==> src/rtl/zorro_buffer_sequencer.sv <==
// Zorro bus buffer sequencer: drives the address/data buffer enables and
// direction strobes of a Zorro card for slave accesses and card-mastered
// (DMA) cycles, stepping IDLE -> ADDR -> DATA -> TURN -> IDLE.
module zorro_buffer_sequencer #(
  parameter int                          ADDR_W      = 7,
  parameter int                          NUM_WIN     = 1,
  parameter logic [NUM_WIN*ADDR_W-1:0]   WIN_BASE    = 7'h20,
  parameter logic [NUM_WIN*ADDR_W-1:0]   WIN_LIMIT   = 7'h22,
  parameter int                          ADDR_SETUP  = 1,
  parameter int                          TURN_CYCLES = 2
) (
  input  logic               CLK,
  input  logic               RESET_n,
  input  logic               READ,
  input  logic               slave_cycle,
  input  logic               configured,
  input  logic               BMASTER,
  input  logic               MASTER_n,
  input  logic [ADDR_W-1:0]  ADDR,
  input  logic               FCS_n,
  output logic               DBOE_n,
  output logic               ABOEL_n,
  output logic               ABOEH_n,
  output logic               ADIR,
  output logic               D2Z_n,
  output logic               Z2D_n,
  output logic [NUM_WIN-1:0] WIN_HIT,
  output logic               BUSY
);

  // One shared counter serves both the setup and the turnaround phases.
  localparam int CNT_MAX = (ADDR_SETUP > TURN_CYCLES) ? ADDR_SETUP : TURN_CYCLES;
  localparam int CNT_W   = $clog2(CNT_MAX + 1);
  localparam logic [CNT_W-1:0] SETUP_LAST = CNT_W'(ADDR_SETUP - 1);
  localparam logic [CNT_W-1:0] TURN_LAST  = CNT_W'(TURN_CYCLES - 1);

  typedef enum logic [1:0] {
    ST_IDLE = 2'd0,
    ST_ADDR = 2'd1,
    ST_DATA = 2'd2,
    ST_TURN = 2'd3
  } state_t;

  state_t             state_r, state_s;
  logic [CNT_W-1:0]   cnt_r, cnt_s;
  logic               master_r, master_s;
  logic               read_r, read_s;
  logic [NUM_WIN-1:0] win_r, win_s;
  logic [NUM_WIN-1:0] hit_s, first_hit_s;
  logic               found_s;
  logic               master_go_s, slave_go_s;
  logic               dboe_s, aboe_s, adir_s, d2z_s, z2d_s, busy_s;
  logic [NUM_WIN-1:0] win_out_s;

  // Window decode and lowest-index priority pick.
  always_comb begin
    hit_s       = '0;
    first_hit_s = '0;
    found_s     = 1'b0;
    for (int i = 0; i < NUM_WIN; i++) begin
      hit_s[i]       = (ADDR >= WIN_BASE[i*ADDR_W +: ADDR_W]) &&
                       (ADDR <  WIN_LIMIT[i*ADDR_W +: ADDR_W]);
      first_hit_s[i] = hit_s[i] & ~found_s;
      found_s        = found_s | hit_s[i];
    end
  end

  // Start qualifiers; a master start outranks any slave start.
  always_comb begin
    master_go_s = BMASTER && !MASTER_n && !FCS_n;
    slave_go_s  = !BMASTER && configured && slave_cycle && !FCS_n && (|hit_s);
  end

  // Next-state, counter and latched cycle attributes.
  always_comb begin
    state_s  = state_r;
    cnt_s    = cnt_r;
    master_s = master_r;
    read_s   = read_r;
    win_s    = win_r;
    case (state_r)
      ST_IDLE: begin
        cnt_s    = '0;
        master_s = 1'b0;
        read_s   = 1'b0;
        win_s    = '0;
        if (master_go_s) begin
          state_s  = ST_ADDR;
          master_s = 1'b1;
          read_s   = READ;
        end else if (slave_go_s) begin
          state_s  = ST_ADDR;
          read_s   = READ;
          win_s    = first_hit_s;
        end else begin
          state_s  = ST_IDLE;
        end
      end
      ST_ADDR: begin
        if (FCS_n) begin
          // Strobe withdrawn before data: abandon without opening buffers.
          state_s  = ST_IDLE;
          cnt_s    = '0;
          master_s = 1'b0;
          read_s   = 1'b0;
          win_s    = '0;
        end else if (cnt_r == SETUP_LAST) begin
          state_s = ST_DATA;
          cnt_s   = '0;
        end else begin
          cnt_s = cnt_r + CNT_W'(1);
        end
      end
      ST_DATA: begin
        if (FCS_n) begin
          state_s = ST_TURN;
          cnt_s   = '0;
        end else begin
          state_s = ST_DATA;
        end
      end
      ST_TURN: begin
        if (cnt_r == TURN_LAST) begin
          state_s  = ST_IDLE;
          cnt_s    = '0;
          master_s = 1'b0;
          read_s   = 1'b0;
          win_s    = '0;
        end else begin
          cnt_s = cnt_r + CNT_W'(1);
        end
      end
      default: begin
        state_s  = ST_IDLE;
        cnt_s    = '0;
        master_s = 1'b0;
        read_s   = 1'b0;
        win_s    = '0;
      end
    endcase
  end

  // Output values for the upcoming state, so the registered outputs line up with it.
  always_comb begin
    dboe_s    = 1'b1;
    aboe_s    = 1'b1;
    adir_s    = 1'b0;
    d2z_s     = 1'b1;
    z2d_s     = 1'b1;
    busy_s    = (state_s != ST_IDLE);
    win_out_s = (state_s != ST_IDLE) ? win_s : '0;
    case (state_s)
      ST_ADDR: begin
        aboe_s = 1'b0;
        adir_s = master_s;
      end
      ST_DATA: begin
        aboe_s = 1'b0;
        adir_s = master_s;
        dboe_s = 1'b0;
        // Slave read and master write both push card data onto Zorro;
        // the two strobes are complements so they can never overlap.
        d2z_s  = ~(master_s ^ read_s);
        z2d_s  = master_s ^ read_s;
      end
      default: begin
        dboe_s = 1'b1;
      end
    endcase
  end

  // State, counter and latched attributes.
  always_ff @(posedge CLK or negedge RESET_n) begin
    if (!RESET_n) begin
      state_r  <= ST_IDLE;
      cnt_r    <= '0;
      master_r <= 1'b0;
      read_r   <= 1'b0;
      win_r    <= '0;
    end else begin
      state_r  <= state_s;
      cnt_r    <= cnt_s;
      master_r <= master_s;
      read_r   <= read_s;
      win_r    <= win_s;
    end
  end

  // Registered buffer controls.
  always_ff @(posedge CLK or negedge RESET_n) begin
    if (!RESET_n) begin
      DBOE_n  <= 1'b1;
      ABOEL_n <= 1'b1;
      ABOEH_n <= 1'b1;
      ADIR    <= 1'b0;
      D2Z_n   <= 1'b1;
      Z2D_n   <= 1'b1;
      WIN_HIT <= '0;
      BUSY    <= 1'b0;
    end else begin
      DBOE_n  <= dboe_s;
      ABOEL_n <= aboe_s;
      ABOEH_n <= aboe_s;
      ADIR    <= adir_s;
      D2Z_n   <= d2z_s;
      Z2D_n   <= z2d_s;
      WIN_HIT <= win_out_s;
      BUSY    <= busy_s;
    end
  end

endmodule

==> config.mk <==
export PLATFORM = sky130hd
export DESIGN_NAME = zorro_buffer_sequencer
export DESIGN_NICKNAME = d
export VERILOG_FILES = /design/src/rtl/zorro_buffer_sequencer.sv
export SDC_FILE = /design/constraint.sdc
export NUM_CORES = 1
export LEC_CHECK = 0
export CAP_MARGIN = 30
export CORE_ASPECT_RATIO = 0.7
export CORE_UTILIZATION = 36
export CTS_CLUSTER_SIZE = 28
export DETAILED_ROUTE_END_ITERATION = 12
export GPL_TIMING_DRIVEN = 0
export PLACE_DENSITY = 0.74
export SETUP_SLACK_MARGIN = 0.05
export SYNTH_ARGS = -nofsm -noshare
export SYNTH_HDL_FRONTEND = slang
export SYNTH_SLANG_ARGS = --single-unit
==> constraint.sdc <==
create_clock -name CLK -period 2.1 [get_ports CLK]
set_input_delay 0.525 -clock CLK [delete_from_list [all_inputs] [get_ports CLK]]
set_output_delay 0.525 -clock CLK [all_outputs]
set_load 0.01 [all_outputs]
==> key figures, run 1 <==
Outcome
  • Status: complete, no violations

Critical path
  • Slowest-stage cell, CP: clkdlybuf4s50_1
  • Worst path bufs/invs: 2
  • Critical path cell sequence: clkdlybuf4s50_1 -> nor4b_2 -> nand4_1 -> and2_4 -> o311a_1 -> ha_1 -> inv_1 -> a21oi_1
  • Crit-path max cell delay: 0.42 ns
  • CP Capture Type: register
  • Largest delay share family, worst path: simple AND/OR/NAND/NOR gates
  • Crit path max fanout: 3
  • CP startpoint kind: primary input
  • Data arrival, critical path: 2.15 ns
  • Critical Path RT: 2.27 ns
  • Kind of critical path: primary input to register

Timing
  • Final Setup Violations: 0
  • Max Slew Vio Count: 0
  • Skew final: 0.0103 ns
  • Rel. slew slack: 60.9%
  • Setup TNS: 0 ns
  • Fin Hold WS: 0.560 ns
  • FMAX: 505 MHz
  • Period utilization: 94.4%
  • Fin. Hold Viols: 0
  • Unrepaired setup endpoints after global routing: yes
  • Crit path time final: 1.98 ns
  • Worst-Margin Slew: 0.585 ns
  • Setup ws final: 0.118 ns

Yosys
  • Syn Std Cell Area: 742 um^2
  • Cell variety after synth: 33
  • Synth Instances: 68
  • Top cells by area, synth: dfrtp_1, dfstp_2, ha_1, inv_1, a22o_1
  • Top-area cell type share of the netlist area: 33.7%
  • Cell taking the most area after synthesis: dfrtp_1
  • #FFs+latches synth: 14
  • Register area share after synthesis: 47.9%
  • Average instance area after synthesis: 10.9 um^2
  • Syn Nets: 88
  • Synth warn: 0

Place
  • Dpl ws: -0.350 ns
  • Routability cong.: 0.870
  • Placed Area: 980 um^2
  • Buffers on Ports: 21
  • Dpl hpwl: 1160 um

Global route
  • Most Used Layer, Global Route: met2
  • All-Layer GR Usage: 15.6%
  • Initial antenna violation count: 0
  • Grt ovf: 0
  • Met1 usage: 18.8%
  • Met2 Use GR: 24.1%
  • Global Route met3 Usage: 7.74%
  • Vias in the first global route: 562
  • Global-route wire length before repair: 2450 um
  • Largest net degree at the start of global routing: 15

Floorplan
  • Die height: 40.0 um
  • Ports: 23
  • Initial core utilization: 39.0%
  • Row count: 13
  • Die X-Extent: 56.3 um
  • Core area: 0.00190 mm^2
  • Die Area: 0.00225 mm^2

Worst hold path
  • Worst min path class: register to register

Cells and area
  • Area growth from synthesis to layout: 43.0%
  • Share of cells above drive strength 1: 24.7%
  • Final core utilization: 55.8%
  • Final std cell area, no fill: 0.00106 mm^2
  • Antenna Cells: 0
  • Fill count: 169
  • Final #Nets: 118
  • Largest regs: cnt_r (2), state_r (2)

CTS
  • CTS root buf: clkbuf_4
  • Clock buffer depth: 2
  • Clk_lat worst skew: 0.29 ns
  • CTS buffer count: 3
  • CTS Hold Bufs: 0
  • # clock sinks: 14
  • Htree depth: 1
  • Clk pin slew, worst setup/hold paths: 0.08 ns
  • CTS tree: done

Power and ir drop
  • Maximum VDD drop: 0.668 mV
  • Leak Pwr: 0.460 nW
  • P per Cell Area: 1110 mW/mm^2

Routing
  • Drt total wl: 1570 um
  • Post-DRT Antenna Nets: 0
  • Vias/cell: 5.17
  • # DRC: 0
  • Vias post-DR: 615
  • Drt wl/cell: 13.2 um
  • Router iterations before antenna repair: 4
  • First-iteration detailed-routing DRC count: 9

Flow run
  • Maxcap violations: 0
==> area by class of cell <==
| cell class | count | area (um^2) | area share (%) |
|---|---|---|---|
| Buffer | 3 | 23.8 | 2.24 |
| Clock buffer | 4 | 26.3 | 2.48 |
| Inverter | 9 | 33.8 | 3.18 |
| Multi-Input combinational cell | 42 | 352 | 33.1 |
| Sequential cell | 14 | 355 | 33.5 |
| Tap cell | 22 | 27.5 | 2.59 |
| Timing Repair Buffer | 25 | 243 | 22.9 |
==> kinds of logic (layout without fill, tap and decap cells) <==
| group | after synthesis | in the layout | synth area share, % |
|---|---|---|---|
| flops | 14 | 14 | 47.9 |
| mux | 1 | 1 | 1.52 |
| buf+inv | 12 | 41 | 7.76 |
| compound gates | 17 | 17 | 18.0 |
| simple gates | 19 | 19 | 16.4 |
| fa+ha+maj | 5 | 5 | 8.43 |
==> routing by layer <==
metal  up-vias  share of wire [%]
met3         4                8.9
met2        21                 42
met1       295                 48
met4         0               0.89
li1        295                  -
met5         -                  0
==> cell usage after synthesis (all sizes together) <==
| cell | count |
|---|---|
| a21oi | 1 |
| a22o | 2 |
| a32o | 1 |
| and2 | 3 |
| and2b | 2 |
| buf | 3 |
| dfrtp | 10 |
| dfstp | 4 |
| ha | 5 |
| inv | 9 |
| mux2 | 1 |
| nand2 | 1 |
| nand3 | 3 |
| nand4 | 1 |
| nor2 | 4 |
| nor2b | 2 |
| nor4b | 2 |
| o211ai | 3 |
| o21a | 1 |
| o21ai | 5 |
| o22a | 1 |
| o311a | 1 |
| o311ai | 1 |
| o32a | 1 |
| or2b | 1 |
==> timing repair <==
action | 4_1_cts | 5_1_grt
resized for setup | 5 | 3
setup endpoints to repair | 3 | 2
buffers inserted | 3 | 1
pin swaps | 1 | 3
==> path summary, 6_finish.rpt <==
| path | start | endpoint | slack (ns) | cells after the start |
|---|---|---|---|---|
| min in group asynchronous | RESET_n | WIN_HIT | 0.60 | 1 |
| worst min register to register | win_r | win_r | 0.56 | 2 |
| worst max register to register | state_r[0] | ADIR | 0.30 | 8 |
| max in group asynchronous | RESET_n | cnt_r[1] | 1.10 | 1 |
| worst min-delay path | win_r | win_r | 0.56 | 2 |
| worst max-delay path | ADDR[4] | ADIR | 0.12 | 8 |
==> metrics by stage <==
| stage | power (mW) | cells |
|---|---|---|
| 2_1_floorplan | 0.786 | 68 |
| 3_3_place_gp | 0.987 | 111 |
| 3_5_place_dp | 1.01 | 111 |
| 4_1_cts | 1.18 | 118 |
| 5_1_grt | 1.27 | 119 |
| 6_report | 1.18 | 119 |
==> power breakdown <==
| group | internal, mW | switching [mW] | leakage (nW) |
|---|---|---|---|
| Combinational | 0.308 | 0.294 | 0.274 |
| Sequential | 0.380 | 0.0402 | 0.171 |
| Clock | 0.0738 | 0.0834 | 0.0150 |
| Total | 0.762 | 0.418 | 0.460 |
==> layout by cell type, fill, tap and decap left out, drive strengths merged, types with 2 or more instances in the layout <==
master | netlist | final
nor4b | 2 | 2
and2 | 3 | 3
dfstp | 4 | 4
nand3 | 3 | 3
o211ai | 3 | 3
ha | 5 | 5
a22o | 2 | 2
nor2b | 2 | 2
inv | 9 | 9
o21ai | 5 | 5
and2b | 2 | 2
buf | 3 | 7
clkdlybuf4s50 | 0 | 20
clkbuf | 0 | 4
nor2 | 4 | 4
dfrtp | 10 | 10
==> worst min-delay path, delay by kind of cell (launching register included) <==
kind / cells / cell delay, ns
buf+inv: 1 / 0.04
compound gates: 1 / 0.10
flops: 1 / 0.37
Power figures use the tool's default switching activity.
==> inputs of run 2 (changes only) <==
Settings changed: CAP_MARGIN 30 to 25, TNS_END_PERCENT set to 10.
==> run 2 against run 1 <==
Critical endpoint is now D2Z_n. Via count shrank 0.16%. Sequential share of layout area shrank 1.1 points. Non-clock buffer count is the same.
==> key figures, run 2 (synthesis results as in run 1) <==
Flow run
  • Maxcap violations: 0 (unchanged)

CTS
  • CTS tree: done
  • CTS root buf: clkbuf_4
  • # clock sinks: 14 (unchanged)
  • Clk pin slew, worst setup/hold paths: 0.08 ns (about the same)
  • Clock buffer depth: 2 (unchanged)
  • Htree depth: 1 (unchanged)
  • CTS buffer count: 3 (unchanged)
  • Clk_lat worst skew: 0.29 ns (about the same)

Power and ir drop
  • Maximum VDD drop: 0.666 mV (-0.21%)
  • Leak Pwr: 0.534 nW (+16%)
  • P per Cell Area: 1080 mW/mm^2 (-2.8%)

Worst hold path
  • Hold Startpoint: win_r
  • Worst min path class: register to register
  • Hold path depth: 2 (unchanged)
  • Hold EP: win_r

Global route
  • Largest net degree at the start of global routing: 15 (unchanged)
  • All-Layer GR Usage: 15.6% (unchanged)
  • Grt ovf: 0 (unchanged)
  • Global-route wire length before repair: 2450 um (unchanged)
  • Vias in the first global route: 562 (unchanged)
  • Initial antenna violation count: 0 (unchanged)

Critical path
  • CP Capture Type: register
  • Reg2reg setup slack: 0.15 ns (-0.15 ns)
  • Largest delay share family, worst path: buffers and inverters
  • Crit-path max cell delay: 0.45 ns (+0.03 ns)
  • CP startpoint kind: primary input
  • Critical path cell sequence: clkdlybuf4s50_1 -> nor2b_1 -> nand4_1 -> buf_4 -> buf_4 -> buf_4 -> buf_4 -> o21a_1 -> o22a_1
  • Worst r2r src: state_r[0]
  • Worst path bufs/invs: 5 (+3)
  • Cell mode on critical path: buf_4
  • Cells on worst reg2reg path: 9 (+1)
  • Critical Path RT: 2.31 ns (+0.04 ns)
  • Reg2reg end: D2Z_n
  • Data arrival, critical path: 2.20 ns (+0.05 ns)
  • Kind of critical path: primary input to register
  • Slowest-stage cell, CP: clkdlybuf4s50_1
  • Crit path max fanout: 2 (-1)

Timing
  • Setup ws final: 0.106 ns (-0.0123 ns)
  • Period utilization: 94.9% (+0.58 points)
  • Fin. Hold Viols: 0 (unchanged)
  • Final Setup Violations: 0 (unchanged)
  • FMAX: 502 MHz (-0.61%)
  • Fin Hold WS: 0.562 ns (+0.00206 ns)
  • Rel. slew slack: 60.5% (-0.36 points)
  • Worst-Margin Slew: 0.590 ns (+0.00544 ns)
  • Skew final: 0.00985 ns (-0.000402 ns)
  • Crit path time final: 1.99 ns (+0.0123 ns)
  • Unrepaired setup endpoints after global routing: no
  • Max Slew Vio Count: 0 (unchanged)
  • Setup TNS: 0 ns (unchanged)

Floorplan
  • Die Area: 0.00225 mm^2 (unchanged)
  • Row count: 13 (unchanged)
  • Die height: 40.0 um (unchanged)
  • Ports: 23 (unchanged)
  • Core area: 0.00190 mm^2 (unchanged)
  • Initial core utilization: 39.0% (unchanged)
  • Die X-Extent: 56.3 um (unchanged)

Cells and area
  • Commonest non-fill, non-tap cells in the layout: clkdlybuf4s50_1, dfrtp_1, inv_1
  • Share of cells above drive strength 1: 24.7% (unchanged)
  • Most common cell after layout, fill and taps aside: clkdlybuf4s50_1
  • Area growth from synthesis to layout: 47.7%
  • Final core utilization: 57.6% (+1.8 points)
  • Final #Nets: 118 (unchanged)
  • Antenna Cells: 0 (unchanged)
  • Largest regs: cnt_r (2), state_r (2)

Routing
  • Drt wl/cell: 13.7 um (+4.4%)
  • First-iteration detailed-routing DRC count: 8 (-1)
  • Vias post-DR: 614 (-0.16%)
  • Router iterations before antenna repair: 4 (unchanged)
  • Vias/cell: 5.16 (-0.16%)
  • Drt total wl: 1630 um (+4.4%)
  • Post-DRT Antenna Nets: 0 (unchanged)
  • # DRC: 0 (unchanged)

Place
  • Dpl hpwl: 1160 um (unchanged)
  • Dpl ws: -0.350 ns (unchanged)
  • Buffers on Ports: 21 (unchanged)
  • Routability cong.: 0.870 (unchanged)

Outcome
  • Status: complete, no violations
==> run 2: cell count changes in the layout (fill, tap and decap cells not counted) <==
cell,before,now
nor4b_4,0,2
o21ai_1,2,1
dlymetal6s2s_1,1,8
nor4b_2,2,0
clkdlybuf4s50_1,20,13
o21ai_0,2,3
==> run 2: worst reg2reg max path, stage by stage, from the launching register on <==
cell     delay, ns
dfrtp_1       0.38
buf_6         0.14
nor4b_4       0.24
nand4_1       0.19
buf_4         0.18
buf_4         0.12
buf_4         0.12
buf_4         0.13
o21a_1        0.21
o22a_1        0.18
==> run 2: layout make-up <==
| cell class | instances | area [um^2] |
|---|---|---|
| Multi-Input combinational cell | 42 | 369 |
| Sequential cell | 14 | 355 |
| Timing Repair Buffer | 25 | 260 |
| Tap cell | 22 | 27.5 |
| Fill cell | 163 | 807 |
| Clock buffer | 4 | 26.3 |
| Inverter | 9 | 33.8 |
| Buffer | 3 | 23.8 |
==> run 2: worst max path at each step <==
stage,startpoint,end,slack [ns],depth (start not counted)
4_1_cts,BMASTER,ADIR,0.04,8
3_3_place_gp,FCS_n,ADIR,-0.37,8
5_1_grt,configured,D2Z_n,0.07,9
6_report,configured,D2Z_n,0.11,9
2_1_floorplan,ADDR[4],ADIR,0.31,7
3_5_place_dp,FCS_n,D2Z_n,-0.35,8
==> run 2: metal layers <==
metal	track usage, %	part of all wire (%)
met4	7.32	0.86
met1	18.8	47
met3	7.74	8.1
met2	24.1	44
met5	0	0
==> run 2: stage by stage <==
stage | cells | instance area [um^2] | total power, mW
6_report | 119 | 1100 | 1.18
5_1_grt | 119 | 1100 | 1.27
4_1_cts | 118 | 1040 | 1.18
3_5_place_dp | 111 | 980 | 1.01
3_3_place_gp | 111 | 980 | 0.987
2_1_floorplan | 68 | 742 | 0.786
==> run 2: timing repair <==
action / in CTS / in global routing
pin swaps: 1 / 5
hold buffers: 0 / 0
resized for setup: 4 / 12
endpoints found under the setup margin: 3 / 4
setup buffers: 3 / 1
==> run 2: power by group <==
group | total [mW] | internal (mW) | switching [mW] | leakage, nW
clock | 0.158 | 0.0739 | 0.0843 | 0.0150
combinational | 0.606 | 0.307 | 0.299 | 0.348
sequential | 0.420 | 0.380 | 0.0401 | 0.171
total | 1.18 | 0.761 | 0.423 | 0.534
